**src/rtl/uart_echo_fifo.sv**
```systemverilog
// UART receiver that validates each frame, queues good characters in a FIFO
// and retransmits them with the same frame format.
module uart_echo_fifo #(
  parameter int CLKS_PER_BIT = 434,
  parameter int DATA_BITS    = 8,
  parameter int PARITY_EN    = 0,
  parameter int PARITY_ODD   = 0,
  parameter int STOP_BITS    = 1,
  parameter int FIFO_DEPTH   = 16
) (
  input  logic                          clk,
  input  logic                          rst,
  input  logic                          rx_serial,
  output logic                          tx_serial,
  output logic                          rx_valid,
  output logic [DATA_BITS-1:0]          rx_data,
  output logic                          rx_frame_err,
  output logic                          rx_parity_err,
  output logic                          overflow,
  input  logic                          clear_err,
  output logic [$clog2(FIFO_DEPTH):0]   fifo_count,
  output logic                          tx_busy
);

  localparam int AW = $clog2(FIFO_DEPTH);
  localparam int CW = $clog2(CLKS_PER_BIT);
  localparam logic [CW-1:0] BIT_LAST  = CW'(CLKS_PER_BIT - 1);
  localparam logic [CW-1:0] HALF_BIT  = CW'((CLKS_PER_BIT - 1) / 2);
  localparam logic [2:0]    DATA_LAST = 3'(DATA_BITS - 1);
  localparam logic          STOP_LAST = (STOP_BITS == 2);
  localparam logic          HAS_PAR   = (PARITY_EN != 0);
  localparam logic          ODD_PAR   = (PARITY_ODD != 0);
  localparam logic [AW:0]   FULL_CNT  = (AW + 1)'(FIFO_DEPTH);

  typedef enum logic [2:0] {
    RX_IDLE, RX_START, RX_DATA, RX_PARITY, RX_STOP, RX_DONE
  } rx_state_t;

  typedef enum logic [2:0] {
    TX_IDLE, TX_START, TX_DATA, TX_PARITY, TX_STOP
  } tx_state_t;

  // Two-flop synchroniser; idles high so reset does not look like a start bit
  logic sync1_q, rxs_q;

  always_ff @(posedge clk or posedge rst) begin
    if (rst) begin
      sync1_q <= 1'b1;
      rxs_q   <= 1'b1;
    end else begin
      sync1_q <= rx_serial;
      rxs_q   <= sync1_q;
    end
  end

  // ---------------- receiver ----------------
  rx_state_t              rx_state_q, rx_state_d;
  logic [CW-1:0]          rx_cnt_q, rx_cnt_d;
  logic [2:0]             rx_idx_q, rx_idx_d;
  logic                   rx_stop_idx_q, rx_stop_idx_d;
  logic [DATA_BITS-1:0]   rx_shift_q, rx_shift_d;
  logic                   rx_perr_q, rx_perr_d;
  logic                   rx_ferr_q, rx_ferr_d;
  logic                   rx_valid_q, rx_valid_d;
  logic [DATA_BITS-1:0]   rx_data_q, rx_data_d;
  logic                   rx_frame_err_q, rx_frame_err_d;
  logic                   rx_parity_err_q, rx_parity_err_d;
  logic                   rx_push;

  always_comb begin
    rx_state_d      = rx_state_q;
    rx_cnt_d        = rx_cnt_q;
    rx_idx_d        = rx_idx_q;
    rx_stop_idx_d   = rx_stop_idx_q;
    rx_shift_d      = rx_shift_q;
    rx_perr_d       = rx_perr_q;
    rx_ferr_d       = rx_ferr_q;
    rx_data_d       = rx_data_q;
    rx_valid_d      = 1'b0;
    rx_frame_err_d  = 1'b0;
    rx_parity_err_d = 1'b0;
    rx_push         = 1'b0;
    case (rx_state_q)
      RX_IDLE: begin
        rx_cnt_d = '0;
        if (!rxs_q) rx_state_d = RX_START;
      end
      RX_START: begin
        // Re-check the start bit at its centre; later samples land mid-bit
        if (rx_cnt_q == HALF_BIT) begin
          rx_cnt_d      = '0;
          rx_idx_d      = '0;
          rx_stop_idx_d = 1'b0;
          rx_perr_d     = 1'b0;
          rx_ferr_d     = 1'b0;
          rx_state_d    = rxs_q ? RX_IDLE : RX_DATA;
        end else begin
          rx_cnt_d = rx_cnt_q + CW'(1);
        end
      end
      RX_DATA: begin
        if (rx_cnt_q == BIT_LAST) begin
          rx_cnt_d   = '0;
          rx_shift_d = {rxs_q, rx_shift_q[DATA_BITS-1:1]};
          if (rx_idx_q == DATA_LAST) rx_state_d = HAS_PAR ? RX_PARITY : RX_STOP;
          else                       rx_idx_d   = rx_idx_q + 3'd1;
        end else begin
          rx_cnt_d = rx_cnt_q + CW'(1);
        end
      end
      RX_PARITY: begin
        if (rx_cnt_q == BIT_LAST) begin
          rx_cnt_d   = '0;
          rx_perr_d  = ((^rx_shift_q) ^ rxs_q) != ODD_PAR;
          rx_state_d = RX_STOP;
        end else begin
          rx_cnt_d = rx_cnt_q + CW'(1);
        end
      end
      RX_STOP: begin
        if (rx_cnt_q == BIT_LAST) begin
          rx_cnt_d = '0;
          if (!rxs_q) rx_ferr_d = 1'b1;
          if (rx_stop_idx_q == STOP_LAST) rx_state_d    = RX_DONE;
          else                            rx_stop_idx_d = 1'b1;
        end else begin
          rx_cnt_d = rx_cnt_q + CW'(1);
        end
      end
      RX_DONE: begin
        rx_state_d = RX_IDLE;
        if (rx_ferr_q) begin
          rx_frame_err_d = 1'b1;
        end else if (rx_perr_q) begin
          rx_parity_err_d = 1'b1;
        end else begin
          rx_valid_d = 1'b1;
          rx_data_d  = rx_shift_q;
          rx_push    = 1'b1;
        end
      end
      default: rx_state_d = RX_IDLE;
    endcase
  end

  always_ff @(posedge clk or posedge rst) begin
    if (rst) begin
      rx_state_q      <= RX_IDLE;
      rx_cnt_q        <= '0;
      rx_idx_q        <= '0;
      rx_stop_idx_q   <= 1'b0;
      rx_shift_q      <= '0;
      rx_perr_q       <= 1'b0;
      rx_ferr_q       <= 1'b0;
      rx_valid_q      <= 1'b0;
      rx_data_q       <= '0;
      rx_frame_err_q  <= 1'b0;
      rx_parity_err_q <= 1'b0;
    end else begin
      rx_state_q      <= rx_state_d;
      rx_cnt_q        <= rx_cnt_d;
      rx_idx_q        <= rx_idx_d;
      rx_stop_idx_q   <= rx_stop_idx_d;
      rx_shift_q      <= rx_shift_d;
      rx_perr_q       <= rx_perr_d;
      rx_ferr_q       <= rx_ferr_d;
      rx_valid_q      <= rx_valid_d;
      rx_data_q       <= rx_data_d;
      rx_frame_err_q  <= rx_frame_err_d;
      rx_parity_err_q <= rx_parity_err_d;
    end
  end

  // ---------------- FIFO ----------------
  logic [DATA_BITS-1:0] mem_q [FIFO_DEPTH];
  logic [AW-1:0]        wr_ptr_q, wr_ptr_d;
  logic [AW-1:0]        rd_ptr_q, rd_ptr_d;
  logic [AW:0]          count_q, count_d;
  logic                 overflow_q, overflow_d;
  logic                 fifo_full, push_ok, tx_pop;

  assign fifo_full = (count_q == FULL_CNT);
  // A pop in the same cycle frees the slot, so a full FIFO can still accept
  assign push_ok   = rx_push && (!fifo_full || tx_pop);

  always_comb begin
    wr_ptr_d   = push_ok ? wr_ptr_q + AW'(1) : wr_ptr_q;
    rd_ptr_d   = tx_pop  ? rd_ptr_q + AW'(1) : rd_ptr_q;
    count_d    = count_q;
    overflow_d = overflow_q;
    case ({push_ok, tx_pop})
      2'b10:   count_d = count_q + (AW + 1)'(1);
      2'b01:   count_d = count_q - (AW + 1)'(1);
      default: count_d = count_q;
    endcase
    if (rx_push && fifo_full && !tx_pop) overflow_d = 1'b1;
    else if (clear_err)                  overflow_d = 1'b0;
  end

  always_ff @(posedge clk or posedge rst) begin
    if (rst) begin
      wr_ptr_q   <= '0;
      rd_ptr_q   <= '0;
      count_q    <= '0;
      overflow_q <= 1'b0;
    end else begin
      wr_ptr_q   <= wr_ptr_d;
      rd_ptr_q   <= rd_ptr_d;
      count_q    <= count_d;
      overflow_q <= overflow_d;
    end
  end

  always_ff @(posedge clk) begin
    if (push_ok) mem_q[wr_ptr_q] <= rx_shift_q;
  end

  // ---------------- transmitter ----------------
  tx_state_t            tx_state_q, tx_state_d;
  logic [CW-1:0]        tx_cnt_q, tx_cnt_d;
  logic [2:0]           tx_idx_q, tx_idx_d;
  logic                 tx_stop_idx_q, tx_stop_idx_d;
  logic [DATA_BITS-1:0] tx_shift_q, tx_shift_d;
  logic                 tx_par_q, tx_par_d;
  logic                 tx_serial_q, tx_serial_d;
  logic                 tx_busy_q, tx_busy_d;

  // tx_serial_d carries the level of the state being entered so the pin is registered
  always_comb begin
    tx_state_d    = tx_state_q;
    tx_cnt_d      = tx_cnt_q;
    tx_idx_d      = tx_idx_q;
    tx_stop_idx_d = tx_stop_idx_q;
    tx_shift_d    = tx_shift_q;
    tx_par_d      = tx_par_q;
    tx_serial_d   = tx_serial_q;
    tx_pop        = 1'b0;
    case (tx_state_q)
      TX_IDLE: begin
        tx_serial_d   = 1'b1;
        tx_cnt_d      = '0;
        tx_stop_idx_d = 1'b0;
        if (count_q != '0) begin
          tx_pop      = 1'b1;
          tx_shift_d  = mem_q[rd_ptr_q];
          tx_par_d    = (^mem_q[rd_ptr_q]) ^ ODD_PAR;
          tx_state_d  = TX_START;
          tx_serial_d = 1'b0;
        end
      end
      TX_START: begin
        if (tx_cnt_q == BIT_LAST) begin
          tx_cnt_d    = '0;
          tx_idx_d    = '0;
          tx_state_d  = TX_DATA;
          tx_serial_d = tx_shift_q[0];
        end else begin
          tx_cnt_d = tx_cnt_q + CW'(1);
        end
      end
      TX_DATA: begin
        if (tx_cnt_q == BIT_LAST) begin
          tx_cnt_d = '0;
          if (tx_idx_q == DATA_LAST) begin
            if (HAS_PAR) begin
              tx_state_d  = TX_PARITY;
              tx_serial_d = tx_par_q;
            end else begin
              tx_state_d  = TX_STOP;
              tx_serial_d = 1'b1;
            end
          end else begin
            tx_idx_d    = tx_idx_q + 3'd1;
            tx_shift_d  = tx_shift_q >> 1;
            tx_serial_d = tx_shift_q[1];
          end
        end else begin
          tx_cnt_d = tx_cnt_q + CW'(1);
        end
      end
      TX_PARITY: begin
        if (tx_cnt_q == BIT_LAST) begin
          tx_cnt_d    = '0;
          tx_state_d  = TX_STOP;
          tx_serial_d = 1'b1;
        end else begin
          tx_cnt_d = tx_cnt_q + CW'(1);
        end
      end
      TX_STOP: begin
        tx_serial_d = 1'b1;
        if (tx_cnt_q == BIT_LAST) begin
          tx_cnt_d = '0;
          if (tx_stop_idx_q == STOP_LAST) tx_state_d    = TX_IDLE;
          else                            tx_stop_idx_d = 1'b1;
        end else begin
          tx_cnt_d = tx_cnt_q + CW'(1);
        end
      end
      default: begin
        tx_state_d  = TX_IDLE;
        tx_serial_d = 1'b1;
      end
    endcase
    tx_busy_d = (tx_state_d != TX_IDLE);
  end

  always_ff @(posedge clk or posedge rst) begin
    if (rst) begin
      tx_state_q    <= TX_IDLE;
      tx_cnt_q      <= '0;
      tx_idx_q      <= '0;
      tx_stop_idx_q <= 1'b0;
      tx_shift_q    <= '0;
      tx_par_q      <= 1'b0;
      tx_serial_q   <= 1'b1;
      tx_busy_q     <= 1'b0;
    end else begin
      tx_state_q    <= tx_state_d;
      tx_cnt_q      <= tx_cnt_d;
      tx_idx_q      <= tx_idx_d;
      tx_stop_idx_q <= tx_stop_idx_d;
      tx_shift_q    <= tx_shift_d;
      tx_par_q      <= tx_par_d;
      tx_serial_q   <= tx_serial_d;
      tx_busy_q     <= tx_busy_d;
    end
  end

  assign tx_serial     = tx_serial_q;
  assign tx_busy       = tx_busy_q;
  assign rx_valid      = rx_valid_q;
  assign rx_data       = rx_data_q;
  assign rx_frame_err  = rx_frame_err_q;
  assign rx_parity_err = rx_parity_err_q;
  assign overflow      = overflow_q;
  assign fifo_count    = count_q;

endmodule

```
**config.mk**
```make
export PLATFORM = sky130hd
export DESIGN_NAME = uart_echo_fifo
export DESIGN_NICKNAME = d
export VERILOG_FILES = /design/src/rtl/uart_echo_fifo.sv
export SDC_FILE = /design/constraint.sdc
export NUM_CORES = 1
export LEC_CHECK = 0
export ABC_AREA = 1
export CAP_MARGIN = 30
export CORE_MARGIN = 2
export CORE_UTILIZATION = 62
export DETAILED_ROUTE_END_ITERATION = 10
export PLACE_DENSITY = 0.85
export SYNTH_ARGS = -nofsm -noshare
export SYNTH_HDL_FRONTEND = slang
export SYNTH_SLANG_ARGS = --single-unit
```
**constraint.sdc**
```tcl
create_clock -name clk -period 3 [get_ports clk]
set_clock_uncertainty 0.1 [all_clocks]
set_input_delay 0.75 -clock clk [delete_from_list [all_inputs] [get_ports clk]]
set_output_delay 0.75 -clock clk [all_outputs]
set_load 0.02 [all_outputs]
```
==> summary.md <==
| Metric | Value |
|---|---|
| Antenna diodes | `0` |
| GRT Overall Usage | `25.6%` |
| Share of the yosys chip area belonging to registers | `62.0%` |
| Vias in the first global route | `6,637` |
| Crit Path Max Fanout | `2` |
| Cell variety after synth | `39` |
| H-tree depth | `1` |
| Critical setup path kind | `reg -> out` |
| Critical path, cell by cell | `clkdlybuf4s50_1` |
| Cell Area, Placed | `9810 sq um` |
| PostCTS Resize Cnt | `0` |
| Ranking of synthesized cells by area | `edfxtp_1 41%, dfrtp_1 20%, nand2_1 11%, nand3_1 5.1%, inv_1 4.8%` |
| Clk sinks | `206` |
| # hold bufs at CTS | `0` |
| Data required, critical path | `2.15 ns` |
| FF+latch count, synth | `206` |
| Post-Syn Area | `9360 sq um` |
| Yosys top cell by area | `edfxtp_1` |
| CTS tree | `yes` |
| Post-DR wirelength/cell | `16.6 um` |
| Tcrit/Tclk final | `81.9%` |
| WP buf/inv | `1` |
| Die W | `127 um` |
| RSZ-0062 raised after global routing | `false` |
| Worst path slowest cell | `clkdlybuf4s50_1` |
| TNS Setup | `0 ns` |
| Hold Path Origin | `sync1_q$_DFF_PP1_` |
| Post-synth top area share | `41.1%` |
| Headroom to the max-slew limit | `43.9%` |
| Final wirelength | `20,000 um` |
| Status | `complete, no violations` |
| Clock power share | `43.3%` |
| CTS max path bufs | `3` |
| Starting Density | `63.9%` |
| Layout cells sized above 1 | `7.55%` |
| Finished Cell Area | `10,400 sq um` |
| Worst skew pair latency | `0.49 ns` |
| CP top delay family | `buffers and inverters` |
| Leak | `4.52 nW` |
| PwrDens | `512 nW/um^2` |
| FF-to-FF path depth | `6` |
| Vias/cell | `5.68` |
| Clock root buffer | `clkbuf_16` |
| Pre-CTS WS | `0.597 ns` |
| Initial antenna violation count | `0` |
| Final WS setup | `0.543 ns` |
| VDD IR max | `0.406 mV` |
| Reg2reg start | `tx_state_q[1]$_DFF_PP0_` |
| Syn avg cell area | `9.62 sq um` |
| Final hold vios | `0` |
| Remaining antenna violation count after routing | `0` |
| Sw power | `1.05 mW` |
| IO Count | `23` |
| Starting DRT DRC Count | `802` |
| Largest net degree at the start of global routing | `77` |
| Hold Path Sink | `rxs_q$_DFF_PP1_` |
| Largest stage delay on the critical path | `0.59 ns` |
| Core Area | `14,600 sq um` |
| CP Data Arrival Time | `1.61 ns` |
| Die H | `127 um` |
| CTS Buf Count | `21` |
| Via count | `6,836` |
| Sw frac | `19.7%` |
| Syn_nets | `995` |
| Logic pwr share | `0.6%` |
| Final Wtd Congestion | `0.911` |
| PortBufs | `22` |
| Setup violations, final | `0` |
| CP startpoint kind | `register` |
| Synth warnings | `0` |
| First-pass GRT wire length | `32,600 um` |
| Worst hold path class | `reg -> reg` |
| Setup Fix Bufs, Post-CTS | `0` |
| Clock-pin slew on the worst setup and hold paths | `0.06 ns` |
| Row Count | `44` |
| Fin crit period | `2.46 ns` |
| Fin Hold WS | `0.256 ns` |
| Peak Freq | `407 MHz` |
| Post-DP HPWL | `12,900 um` |
| Cell depth of the worst hold path | `0` |
| Worst slew pin tran | `0.841 ns` |
| Final Max Tran Viols | `0` |
| R2R Path End | `mem_q[13][7]$_DFFE_PP_` |
| Setup crit end kind | `output port` |
| Mapped Cells | `973` |
| Reg2Reg Setup Slack | `0.57 ns` |
| Sequential Power Share | `56.1%` |
| Remaining global-route overflow | `0` |
| DIE AREA | `16,100 sq um` |
| Nets | `1,029` |
| First drt pass iteration count | `7` |
| Area delta synth->final | `11.3%` |
| Max_cap viols | `0` |
| Int Power | `4.28 mW` |
| # DRC | `0` |
[power groups by stage]
stage / registers (mW) / clock network, mW / logic (mW)
floorplan: 3.05 / 0 / 0.0175
global placement: 3.05 / 0 / 0.0324
detailed placement: 3.05 / 0 / 0.0332
CTS: 2.99 / 2.32 / 0.0334
global route: 2.99 / 2.43 / 0.0372
finish: 2.99 / 2.31 / 0.0318
[metrics by stage]
step	util [%]	total power, mW	instances
after global placement	67.0	3.08	1168
after floorplan	-	3.07	973
after global routing	71.1	5.45	1204
after detailed placement	67.0	3.08	1168
final	71.1	5.33	1204
after CTS	71.1	5.35	1204
[state kept, by name, summed over array words and instances, names as in the netlist, 3 cells and up]
signal and count:
tx_cnt_q 9, tx_state_q 3, rx_cnt_q 9, rx_state_q 3, mem_q 128, rx_shift_q 8
rx_idx_q 3, wr_ptr_q 4, rx_data 8, tx_idx_q 3, rd_ptr_q 4, tx_shift_q 8
fifo_count 5
[area by class of cell]
type / instances / area [sq um]
fillers: 931 / 4230
repair buffers: 38 / 353
multi-input cells: 615 / 2960
clock buffers: 24 / 537
clock inverters: 12 / 63.8
well taps: 184 / 230
inverters: 125 / 470
flip-flops and latches: 206 / 5800
[worst max-delay path by stage]
stage,from,endpoint,slack (ns),cells after the start
4_1_cts,tx_serial$_DFFE_PP1P_,tx_serial,0.53,1
6_report,tx_serial$_DFFE_PP1P_,tx_serial,0.54,1
2_1_floorplan,rst,fifo_count[0]$_DFFE_PP0P_,0.16,1
3_3_place_gp,tx_state_q[1]$_DFF_PP0_,mem_q[14][1]$_DFFE_PP_,0.66,6
3_5_place_dp,tx_state_q[1]$_DFF_PP0_,mem_q[13][5]$_DFFE_PP_,0.60,6
5_1_grt,tx_state_q[1]$_DFF_PP0_,mem_q[13][0]$_DFFE_PP_,0.36,6
[layout by cell type (no fill, tap or decap), types with 5 or more instances in the layout]
| master | n |
|---|---|
| nand4_1 | 5 |
| nor2_1 | 87 |
| nor3_1 | 5 |
| nand2_1 | 272 |
| nand2_2 | 6 |
| clkbuf_16 | 21 |
| inv_1 | 118 |
| buf_4 | 15 |
| edfxtp_1 | 128 |
| ha_1 | 17 |
| o211ai_1 | 11 |
| xor2_1 | 13 |
| dfrtp_1 | 74 |
| clkinv_2 | 8 |
| clkdlybuf4s50_1 | 22 |
| nand3_1 | 96 |
| o21ai_0 | 66 |
| a21oi_1 | 11 |
| inv_2 | 5 |
[Yosys cell counts]
cell / instances
fa_1: 1
nor3_4: 1
o22ai_1: 3
nor2_2: 3
nand3_1: 96
inv_2: 5
nor3_1: 5
edfxtp_1: 128
nand2_2: 6
nor3_2: 1
o211ai_1: 11
o41ai_1: 1
nand3_4: 2
or2_2: 2
xor2_1: 13
clkbuf_1: 8
o21ai_1: 1
inv_1: 119
xnor2_1: 2
nor2_1: 87
buf_2: 16
o21ai_2: 2
or2_1: 1
a21boi_1: 1
nand4_1: 5
buf_1: 1
clkinv_1: 1
buf_4: 1
a31o_2: 1
a21oi_1: 11
ha_1: 17
dfstp_2: 3
nand3_2: 2
dfrtp_1: 75
nand2_4: 1
a21o_1: 1
nand2_1: 272
buf_6: 1
o21ai_0: 66
[routing by layer]
metal	track usage [%]	up-vias	share of wire, %
li1	-	3241	-
met1	34.4	3192	40
met2	42.5	338	48
met3	4.85	65	9.0
met4	9.11	0	2.7
met5	0	-	0
[logic make-up (layout without fill, tap and decap cells)]
logic type	after synthesis	in the layout	share of synthesized area (%)
adders and majority gates	18	18	2.49
DFF	206	206	62.0
xor gates and xnor gates	15	15	1.40
AOI/OAI and AO/OA	98	98	5.79
buffers and inverters	152	199	6.43
and+or+nand+nor	484	484	21.9
No activity file was read; power rests on OpenSTA's default activity.
